$ cat config.mk
export PLATFORM = sky130hd
export DESIGN_NAME = fp_add_normalizer
export DESIGN_NICKNAME = d
export VERILOG_FILES = /design/src/rtl/fp_add_normalizer.sv
export SDC_FILE = /design/constraint.sdc
export NUM_CORES = 1
export LEC_CHECK = 0
export CORE_MARGIN = 2
export CORE_UTILIZATION = 40
export CTS_BUF_LIST = sky130_fd_sc_hd__clkbuf_2 sky130_fd_sc_hd__clkbuf_4 sky130_fd_sc_hd__clkbuf_8
export DETAILED_ROUTE_END_ITERATION = 7
export GPL_TIMING_DRIVEN = 0
export PLACE_DENSITY_LB_ADDON = 0.3
export SETUP_SLACK_MARGIN = 0.02
export SYNTH_ARGS = -nofsm -noshare
export SYNTH_HDL_FRONTEND = slang
export SYNTH_SLANG_ARGS = --single-unit
$ cat constraint.sdc
create_clock -name clk -period 7.1 [get_ports clk]
set_input_delay 1.42 -clock clk [delete_from_list [all_inputs] [get_ports clk]]
set_output_delay 1.42 -clock clk [all_outputs]
set_load 0.02 [all_outputs]
$ cat src/rtl/fp_add_normalizer.sv
// Back end of the sequential single-precision adder: left-renormalises the raw
// aligned sum one bit per cycle, rounds to nearest-even and packs the result.
module fp_add_normalizer #(
  parameter int EXP_W     = 8,
  parameter int FRAC_W    = 23,
  parameter int MAX_SHIFT = 25
) (
  input  logic                  clk,
  input  logic                  rst,
  input  logic                  in_valid,
  output logic                  in_ready,
  input  logic                  in_sign,
  input  logic [EXP_W-1:0]      in_exp,
  input  logic [FRAC_W+4:0]     in_mant,
  output logic                  out_valid,
  input  logic                  out_ready,
  output logic [EXP_W+FRAC_W:0] result,
  output logic                  ovf,
  output logic                  unf,
  output logic                  zero
);
  localparam int MW = FRAC_W + 5;
  localparam int EW = EXP_W + 2;
  localparam int RW = EXP_W + FRAC_W + 1;
  localparam int CW = $clog2(MAX_SHIFT + 1);
  localparam logic signed [EW-1:0] E_ZERO  = EW'(0);
  localparam logic signed [EW-1:0] E_ONE   = EW'(1);
  localparam logic signed [EW-1:0] E_MAX   = EW'((1 << EXP_W) - 1);
  localparam logic [CW-1:0]        CNT_MAX = CW'(MAX_SHIFT);

  typedef enum logic [1:0] {IDLE, NORM, ROUND, DONE} state_t;

  state_t                r_state, w_state_nxt;
  logic                  r_s, w_s_nxt;
  logic signed [EW-1:0]  r_e, w_e_nxt, w_e_rnd;
  logic [MW-1:0]         r_m, w_m_nxt;
  logic [CW-1:0]         r_cnt, w_cnt_nxt;
  logic [RW-1:0]         r_result, w_result_nxt;
  logic                  r_ovf, w_ovf_nxt;
  logic                  r_unf, w_unf_nxt;
  logic                  r_zero, w_zero_nxt;
  logic [FRAC_W+1:0]     w_mr;
  logic [FRAC_W-1:0]     w_frac;

  // Takes {hidden, frac, G, R, S}; returns {carry, hidden, frac} after RNE.
  function automatic logic [FRAC_W+1:0] rne_round(input logic [MW-2:0] mv);
    logic inc;
    inc = mv[2] & (mv[1] | mv[0] | mv[3]);
    return {1'b0, mv[MW-2:3]} + (FRAC_W+2)'(inc);
  endfunction

  assign in_ready  = (r_state == IDLE);
  assign out_valid = (r_state == DONE);
  assign result    = r_result;
  assign ovf       = r_ovf;
  assign unf       = r_unf;
  assign zero      = r_zero;

  always_comb begin
    w_state_nxt  = r_state;
    w_s_nxt      = r_s;
    w_e_nxt      = r_e;
    w_m_nxt      = r_m;
    w_cnt_nxt    = r_cnt;
    w_result_nxt = r_result;
    w_ovf_nxt    = r_ovf;
    w_unf_nxt    = r_unf;
    w_zero_nxt   = r_zero;
    w_mr         = rne_round(r_m[MW-2:0]);
    w_e_rnd      = r_e + (w_mr[FRAC_W+1] ? E_ONE : E_ZERO);
    // A rounding carry renormalises right by one; the fraction is then all zero.
    w_frac       = w_mr[FRAC_W+1] ? w_mr[FRAC_W:1] : w_mr[FRAC_W-1:0];
    unique case (r_state)
      IDLE: begin
        if (in_valid) begin
          w_s_nxt     = in_sign;
          w_e_nxt     = $signed({2'b00, in_exp});
          w_m_nxt     = in_mant;
          w_cnt_nxt   = '0;
          w_ovf_nxt   = 1'b0;
          w_unf_nxt   = 1'b0;
          w_zero_nxt  = 1'b0;
          w_state_nxt = NORM;
        end
      end
      NORM: begin
        if (r_e == E_MAX) begin
          w_result_nxt = {r_s, {EXP_W{1'b1}}, r_m[MW-3:3]};
          w_ovf_nxt    = 1'b0;
          w_unf_nxt    = 1'b0;
          w_zero_nxt   = 1'b0;
          w_state_nxt  = DONE;
        end else if (r_m == '0) begin
          w_result_nxt = '0;
          w_zero_nxt   = 1'b1;
          w_state_nxt  = DONE;
        end else if (r_m[MW-1]) begin
          w_m_nxt     = {1'b0, r_m[MW-1:2], r_m[1] | r_m[0]};
          w_e_nxt     = r_e + E_ONE;
          w_state_nxt = ROUND;
        end else if (r_m[MW-2]) begin
          w_state_nxt = ROUND;
        end else if ((r_e <= E_ONE) || (r_cnt == CNT_MAX)) begin
          // No denormals: anything that cannot reach a normal exponent flushes.
          w_result_nxt = {r_s, {(RW-1){1'b0}}};
          w_unf_nxt    = 1'b1;
          w_state_nxt  = DONE;
        end else begin
          w_m_nxt   = {r_m[MW-2:0], 1'b0};
          w_e_nxt   = r_e - E_ONE;
          w_cnt_nxt = r_cnt + CW'(1);
        end
      end
      ROUND: begin
        if (w_e_rnd >= E_MAX) begin
          w_result_nxt = {r_s, {EXP_W{1'b1}}, {FRAC_W{1'b0}}};
          w_ovf_nxt    = 1'b1;
        end else begin
          w_result_nxt = {r_s, w_e_rnd[EXP_W-1:0], w_frac};
        end
        w_e_nxt     = w_e_rnd;
        w_state_nxt = DONE;
      end
      DONE: begin
        if (out_ready) w_state_nxt = IDLE;
      end
      default: w_state_nxt = IDLE;
    endcase
  end

  always_ff @(posedge clk) begin
    if (rst) begin
      r_state  <= IDLE;
      r_result <= '0;
      r_ovf    <= 1'b0;
      r_unf    <= 1'b0;
      r_zero   <= 1'b0;
    end else begin
      r_state  <= w_state_nxt;
      r_result <= w_result_nxt;
      r_ovf    <= w_ovf_nxt;
      r_unf    <= w_unf_nxt;
      r_zero   <= w_zero_nxt;
    end
  end

  // Working registers are only read after IDLE has reloaded them.
  always_ff @(posedge clk) begin
    r_s   <= w_s_nxt;
    r_e   <= w_e_nxt;
    r_m   <= w_m_nxt;
    r_cnt <= w_cnt_nxt;
  end

endmodule

==> impl_results.md <==
* Worst-path clk slew at 0.09 ns
* Post-DP HPWL at 11,850 um
* Critical path class: register to register
* Share of layout cells above drive strength 1 at 10.49%
* Hold_ws at 0.4584 ns
* Pin count of the biggest net entering global routing at 27
* Sequential fraction of design power at 30.0%
* Status: completed
* Post-synth top flop: edfxtp_1
* RSZ-0062 raised after global routing: no
* Die area at 14,110 um^2
* Drt pass-1 iters at 5
* Clock sinks at 81
* Drt total wl at 15,890 um
* Fmax at 202.5 MHz
* VDD IR max at 0.1752 mV
* RePlAce Congestion at 0.9041
* Post-synthesis register bit count at 81
* Total power at 0.003133 W
* Synth Area per Inst at 8.725 um^2
* Net count after synthesis at 658
* Crit Path Max Fanout at 10
* Synth Instances at 604
* Skew-Pair Late Insertion Delay at 0.38 ns
* Initial Utilization at 41.42%
* Post-synth EDFFs at 44
* NetSw at 0.001484 W
* Leak Pwr at 2.248 nW
* Final Cycle Share at 69.54%
* FFs w/ async S/R, synth at 0%
* Placed cells at 852
* Antenna Cells at 0
* Data required, critical path at 7.35 ns
* CTS tree: done
* Number of global-route vias before repair at 4,876
* Setup Viol. Count Final at 0
* Nets at 745
* Min-delay worst type: register to register
* CTS resizes at 0
* Fin crit period at 4.937 ns
* Final Hold Violating Endpoints at 0
* Worst Tran Pin Value at 1.137 ns
* Yosys Warn Count at 0
* Layout area overhead at 22.60%
* Core area at 12,720 um^2
* Setup crit start kind: register
* Die H at 118.8 um
* Sw Ratio at 47.37%
* DRC viols at 0
* Logic pwr share at 57.8%
* WP data arrival at 5.19 ns
* Final setup TNS at 0 ns
* Bufs on Longest Clock Path at 2
* Root Driver: clkbuf_8
* Post-synthesis cell type count at 67
* Final Non-Filler Cells at 868
* Sequential-to-total area share from yosys stat at 39.13%
* FP Rows at 41
* Int Pwr at 0.001649 W
* Clock skew at 0.01374 ns
* Worst relative slew slack at 24.18%
* DR WL/cell at 18.30 um
* Routed Antenna Nets at 0
* First-pass GRT wire length at 25,610 um
* Clk pwr share at 12.2%
* Postcts setup bufs at 0
* Tot GR Track Use at 22.95%
* Cts bufs inserted at 9
* Power per cell area at 484.9 nW/um^2
* Max cap viols at 0
* Overflow after GRT at 0
* Count of input and output buffers at 76
* Antenna violations before repair at 0
* Fillers at 1,284
* Via count at 5,003
* Worst setup EP type: register
* Commonest cells after routing, fill and taps aside: 80 x nor2_1, 76 x clkdlybuf4s50_1, 62 x a21oi_1, 44 x edfxtp_1, 41 x nand2_1
* Leading cell type in the layout, fill and taps excluded: nor2_1
* Die width at 118.8 um
* Via density at 5.764
* Post-synthesis cell area at 5270 um^2
* H-tree depth at 3
* Hold_buf cts at 0
* Starting DRT DRC Count at 517
* Max-slew violations at 0
* IO Count at 78
final cells by class:
cell class | instances | area (um^2) | share of cell area [%]
inverters | 16 | 60.06 | 0.9295
clock inverters | 6 | 83.83 | 1.297
flip-flops and latches | 81 | 2062 | 31.91
plain buffers | 56 | 284.0 | 4.396
repair buffers | 76 | 760.7 | 11.77
clock buffers | 10 | 131.4 | 2.033
multi-input cells | 451 | 2864 | 44.33
well taps | 172 | 215.2 | 3.331
routing by layer:
metal	track usage [%]	vias up	part of all wire [%]
met4	8.780	0	2.3
met3	4.875	28	7.6
met5	0	-	0
met2	34.05	199	44
li1	-	2399	-
met1	32.57	2377	46
sequential cells by signal, indices dropped and copies added (netlist names):
| register | count |
|---|---|
| r_state | 2 |
| r_cnt | 5 |
| unf | 1 |
| zero | 1 |
| r_e | 10 |
| result | 32 |
| r_s | 1 |
| r_m | 28 |
| ovf | 1 |
through the flow:
stage | worst slack (ns) | utilization, % | area [um^2]
final | 2.163 | 50.79 | 6461
after global routing | 1.829 | 50.79 | 6461
after CTS | 2.245 | 50.79 | 6461
after detailed placement | 2.279 | 49.10 | 6246
after global placement | 2.342 | 49.10 | 6246
after floorplan | 3.184 | - | 5270
power groups by stage:
| stage | Clock (W) | Sequential, W | Combinational [W] |
|---|---|---|---|
| 3_3_place_gp | 0 | 0.000936 | 0.00174 |
| 3_5_place_dp | 0 | 0.000943 | 0.00178 |
| 4_1_cts | 0.000385 | 0.000932 | 0.00179 |
| 6_report | 0.000383 | 0.000939 | 0.00181 |
| 5_1_grt | 0.000405 | 0.000962 | 0.00199 |
| 2_1_floorplan | 0 | 0.000947 | 0.00123 |
path summary, 6_finish.rpt:
kind              start    endpoint  slack, ns  cells past startpoint
max              r_m[3]   result[4]       2.16                     17
min reg2reg  result[28]  result[28]       0.46                      2
max reg2reg      r_m[3]   result[4]       2.16                     17
min          result[28]  result[28]       0.46                      2
cell usage after synthesis, types with 10 or more instances:
library cell / count / area, um^2
buf_2: 10 / 50.05
a221oi_2: 12 / 180.2
a21oi_1: 62 / 310.3
inv_1: 16 / 60.06
nor4_1: 10 / 62.56
xnor2_1: 13 / 113.9
nor2_1: 80 / 300.3
dfxtp_1: 37 / 740.7
clkbuf_1: 31 / 116.4
a22oi_1: 33 / 247.7
nand3_1: 24 / 120.1
nand2_1: 41 / 153.9
o21ai_0: 13 / 65.06
xor2_1: 14 / 122.6
ha_1: 13 / 162.7
edfxtp_1: 44 / 1321
nor3_1: 23 / 115.1
logic make-up after synthesis:
kind of cell	after synthesis	synth area share (%)
adders and majority gates	13	3.086
buffers and inverters	72	6.529
DFF	81	39.13
muxes	4	0.7835
xor gates and xnor gates	27	4.487
and+or+nand+nor	232	21.82
AOI/OAI and AO/OA	175	24.17
worst max-delay path, stage by stage (launching register included):
cell and delay [ns]:
edfxtp_1 0.32, clkbuf_1 0.32, and2_1 0.20, ha_1 0.22, nand4_1 0.28, nor3_2 0.55
and3_1 0.24, clkbuf_1 0.30, ha_1 0.22, ha_1 0.25, nand3_2 0.14, or3_4 0.37
a2111oi_4 0.38, nand3_2 0.17, and3_1 0.26, buf_6 0.17, a221oi_2 0.31, nor3_1 0.08
No activity file was read; power rests on OpenSTA's default activity.
==> edit 1 (same flow settings) <==
Change the parameter `FRAC_W` from 23 to 46.
--- a/src/rtl/fp_add_normalizer.sv
+++ b/src/rtl/fp_add_normalizer.sv
@@ -3,5 +3,5 @@
 module fp_add_normalizer #(
   parameter int EXP_W     = 8,
-  parameter int FRAC_W    = 23,
+  parameter int FRAC_W    = 46,
   parameter int MAX_SHIFT = 25
 ) (
Interface: changed (resized in_mant and result); port bits go from 78 to 124. The function was not compared with the original's and may differ.
==> edit 1 against the original RTL <==
  * Sequential cell count up 46
  * Final area up 57%
  * Wire length up 60%
  * Area after synthesis up 54%
  * Setup slack better by 0.44 ns
  * Count of clock-buffer cells in the layout up 7
  * Final cell count up 58%
  * Sequential power up 52%
  * Synthesized cell count up 57%
  * Power up 57%
  * Critical path depth down 1
  * Critical endpoint unchanged
==> edit 1: results (changes against the original RTL) <==
routed wl met3: 2150 µm (+77%)
Multi-input gate area: 4360 µm² (+52%)
status: finished, final reports clean
reg2reg setup slack: 2.61 ns (+0.44 ns)
Fin Clk Skew: 0.0132 ns (-0.000566 ns)
Min Hold Slack: 0.455 ns (-0.00391 ns)
register area: 3210 µm² (+56%)
r2r worst-path depth: 16 (-1)
metal2 WL: 11300 µm (+62%)
Hold EP: result[47]$_SDFFE_PP0P_
peak supply drop: 0.000181 V (+3.4%)
total chip power: 4.91 mW (+57%)
Routed WL: 25400 µm (+60%)
top cells by area, synth: edfxtp_1, dfxtp_1, nor2_1
chip width: 146 µm (+23%)
nets: 1168 (+57%)
list of most frequent post-synthesis cells: nor2_1, a21oi_1, edfxtp_1, nand2_1, dfxtp_1
sequential cell power: 1.43 mW (+52%)
Synth Register Bits: 127 (+57%)
M1 wire length: 11500 µm (+57%)
clock buffer count: 17 (+7)
gpl congestion: 0.923 (+2.1%)
first-pass GRT wire length: 40200 µm (+57%)
Comb group: 2.82 mW (+56%)
crit path from: r_m[25]$_DFFE_PP_
nonclk buf count: 222 (+68%)
dpl ws: 2.78 ns (+0.505 ns)
CTS HTree Levels: 4 (+1)
NonClk Buf Share: 17.0% (+0.88 points)
Initial DRC Count: 875 (+69%)
Post-synth EDFFs: 67 (+52%)
Critical Path AT: 4.80 ns (-0.39 ns)
Pint: 2.56 mW (+55%)
Worst-Skew Late Latency: 0.46 ns (+0.08 ns)
Total GRT Usage: 23.7% (+0.74 points)
Syn Nets: 1026 (+56%)
Post-DP HPWL: 18800 µm (+59%)
share of cells above drive strength 1: 11.0% (+0.47 points)
[edit 1: cell count changes after synthesis, moves of 22 or more]
cell | unedited run | this run
nand2_1 | 41 | 64
o21ai_0 | 13 | 41
edfxtp_1 | 44 | 67
a21oi_1 | 62 | 96
a22oi_1 | 33 | 55
nor2_1 | 80 | 136
dfxtp_1 | 37 | 60
[edit 1: cell families (layout without fill, tap and decap cells)]
kind of cell	Yosys count	count (layout)	share of synthesized area [%]
mux	5	5	0.647
compound gates	285	285	24.0
xor+xnor	30	30	3.24
buf+inv	119	274	6.87
flops	127	127	39.6
fa+ha+maj	13	13	2.00
simple gates	370	370	23.7
[edit 1: layer usage]
layer,track usage (%),vias to the layer above
met5,0,-
met4,6.70,0
met3,5.38,33
met2,37.1,345
met1,32.9,3746
li1,-,3791
[edit 1: worst min-delay path, cell delays in order (launching register included)]
cell	delay, ns
dfxtp_1	0.33
nand2_1	0.04
o21ai_0	0.05
==> edit 2 (config.mk and constraints unchanged) <==
Without the edit above. Encoding of `state_t`: now Gray code (2 bits for 4 states).
--- a/src/rtl/fp_add_normalizer.sv
+++ b/src/rtl/fp_add_normalizer.sv
@@ -29,5 +29,5 @@
   localparam logic [CW-1:0]        CNT_MAX = CW'(MAX_SHIFT);
 
-  typedef enum logic [1:0] {IDLE, NORM, ROUND, DONE} state_t;
+  typedef enum logic [1:0] {IDLE = 2'b00, NORM = 2'b01, ROUND = 2'b11, DONE = 2'b10} state_t;
 
   state_t                r_state, w_state_nxt;
Formal check against the unedited RTL: same outputs for any inputs over 4 cycles, from zero or initial values and one cycle with rst high; so few cycles prove little.
==> edit 2 against the original RTL <==
  * Maximum frequency is 2.2% higher
  * Largest cell class unchanged
  * Area after synthesis is 5.1% lower
  * Non-clock buffer count is 1 lower
  * Highest routed layer unchanged
  * Final area is 4.7% lower
  * Critical endpoint is now result[20]$_SDFFE_PP0P_
  * Wire length is 9.1% lower
  * Worst hold slack worse by 0.0012 ns
  * Sequential cell count stayed put
  * Setup slack better by 0.11 ns
Power is not compared: it rests on default switching activity, and its combinational part moved more than twofold at a synthesized area within 25%.
==> edit 2: results (changes against the original RTL) <==
status: finished, final reports clean
dpl cells: 801 (-6.0%)
M1 wire length: 6760 µm (-7.5%)
list of most frequent post-synthesis cells: nor2_1, edfxtp_1, nand2_1, dfxtp_1
Filler cells: 1174 (-8.6%)
Async SR Flop Fraction: 0% (unchanged)
Critical Path AT: 5.12 ns (-0.07 ns)
Routed WL: 14400 µm (-9.1%)
metal2 WL: 6500 µm (-7.0%)
PortBufs: 76 (unchanged)
gpl congestion: 0.907 (+0.35%)
vias in the first global route: 4401 (-9.7%)
Post-synth EDFFs: 44 (unchanged)
Final WS setup: 2.27 ns (+0.106 ns)
post_cts resized: 0 (unchanged)
peak supply drop: 0.000129 V
routed wl met3: 757 µm (-38%)
first-pass GRT wire length: 22900 µm (-11%)
Total GRT Usage: 21.9% (-1.1 points)
reg2reg setup slack: 2.27 ns (+0.11 ns)
CP peak stage delay: 0.72 ns (+0.17 ns)
nets: 694 (-6.8%)
DR vias/cell: 5.75 (-0.28%)
Clock Pin Slew Worst Setup and Hold Paths: 0.09 ns (about the same)
Worst-Skew Late Latency: 0.38 ns (about the same)
share of cells above drive strength 1: 7.40% (-3.1 points)
sw frac: 39.7%
largest net degree at the start of global routing: 15 (-44%)
CTS HTree Levels: 3 (unchanged)
Yosys cell types: 57 (-15%)
post-synthesis sequential area ratio: 41.2% (+2.1 points)
Yosys warnings: 0 (unchanged)
Root Driver: clkbuf_8
Initial DRC Count: 390 (-25%)
Worst Hold Launch: result[30]$_SDFFE_PP0P_
Fin Clk Skew: 0.0133 ns (-0.000409 ns)
top cells by area, synth: edfxtp_1, dfxtp_1, nor2_1
dpl ws: 2.38 ns (+0.101 ns)
Top FF cell, synth: edfxtp_1
Min Hold Slack: 0.457 ns (-0.00124 ns)
slew at the pin closest to its max-slew limit: 0.965 ns (-0.172 ns)
Critical Path Fanout Max: 10 (unchanged)
placed inst area: 5990 µm² (-4.1%)
number of flip-flops in the largest register: 32 (unchanged)
Cells after Synth: 556 (-7.9%)
Pleak: 2.25 nW
# diodes: 0 (unchanged)
Non-Filler Instances: 817 (-5.9%)
Post-DP HPWL: 10700 µm (-9.5%)
slowest CP cell: nor4_1
Syn Nets: 606 (-7.9%)
==> edit 2: changes by cell type after synthesis, sizes merged, moves of 4 or more <==
| cell | before | now |
|---|---|---|
| o221ai | 8 | 0 |
| nor3 | 25 | 32 |
| a22oi | 33 | 2 |
| a221oi | 13 | 21 |
| nor2 | 80 | 67 |
| a21oi | 63 | 31 |
| xnor2 | 13 | 21 |
| ha | 13 | 9 |
| or3 | 6 | 1 |
| inv | 16 | 12 |
| a221o | 0 | 24 |
| and3 | 8 | 26 |
==> edit 2: kinds of logic after synthesis <==
logic type      after synthesis  synth area share, %
mux                           5                 1.05
buf+inv                      66                 6.40
compound gates              124                 19.1
flops                        81                 41.2
fa+ha+maj                     9                 2.25
xor+xnor                     36                 6.30
simple gates                235                 23.7
==> edit 2: area by class of cell <==
class,count,share of cell area (%)
multi-input cells,409,42.6
flip-flops and latches,81,33.5
repair buffers,77,12.6
plain buffers,54,4.47
well taps,168,3.41
clock buffers,11,2.22
inverters,12,0.732
clock inverters,5,0.467
==> edit 2: routing by layer <==
layer / track usage, % / vias to the layer above
li1: - / 2254
met1: 30.0 / 2233
met2: 34.1 / 177
met3: 3.40 / 32
met4: 10.1 / 0
met5: 0 / -
==> edit 2: power groups by stage <==
stage | sequential [mW] | combinational, mW | clock, mW
2_1_floorplan | 0.739 | 0.455 | 0
3_3_place_gp | 0.729 | 0.695 | 0
3_5_place_dp | 0.732 | 0.714 | 0
4_1_cts | 0.722 | 0.719 | 0.313
5_1_grt | 0.734 | 0.789 | 0.330
6_report | 0.723 | 0.725 | 0.308
==> edit 2: critical path: cells and delay by family (launching register included) <==
family	cells	cell delay (ns)
AOI/OAI and AO/OA	3	0.76
adders and majority gates	3	0.69
buffers and inverters	3	0.54
DFF	1	0.52
muxes	1	0.38
and+or+nand+nor	6	1.86
==> edit 2: final timing paths <==
check,cells past startpoint,to
max,16,result[20]$_SDFFE_PP0P_
min,1,result[30]$_SDFFE_PP0P_
max reg2reg,16,result[20]$_SDFFE_PP0P_
min reg2reg,1,result[30]$_SDFFE_PP0P_
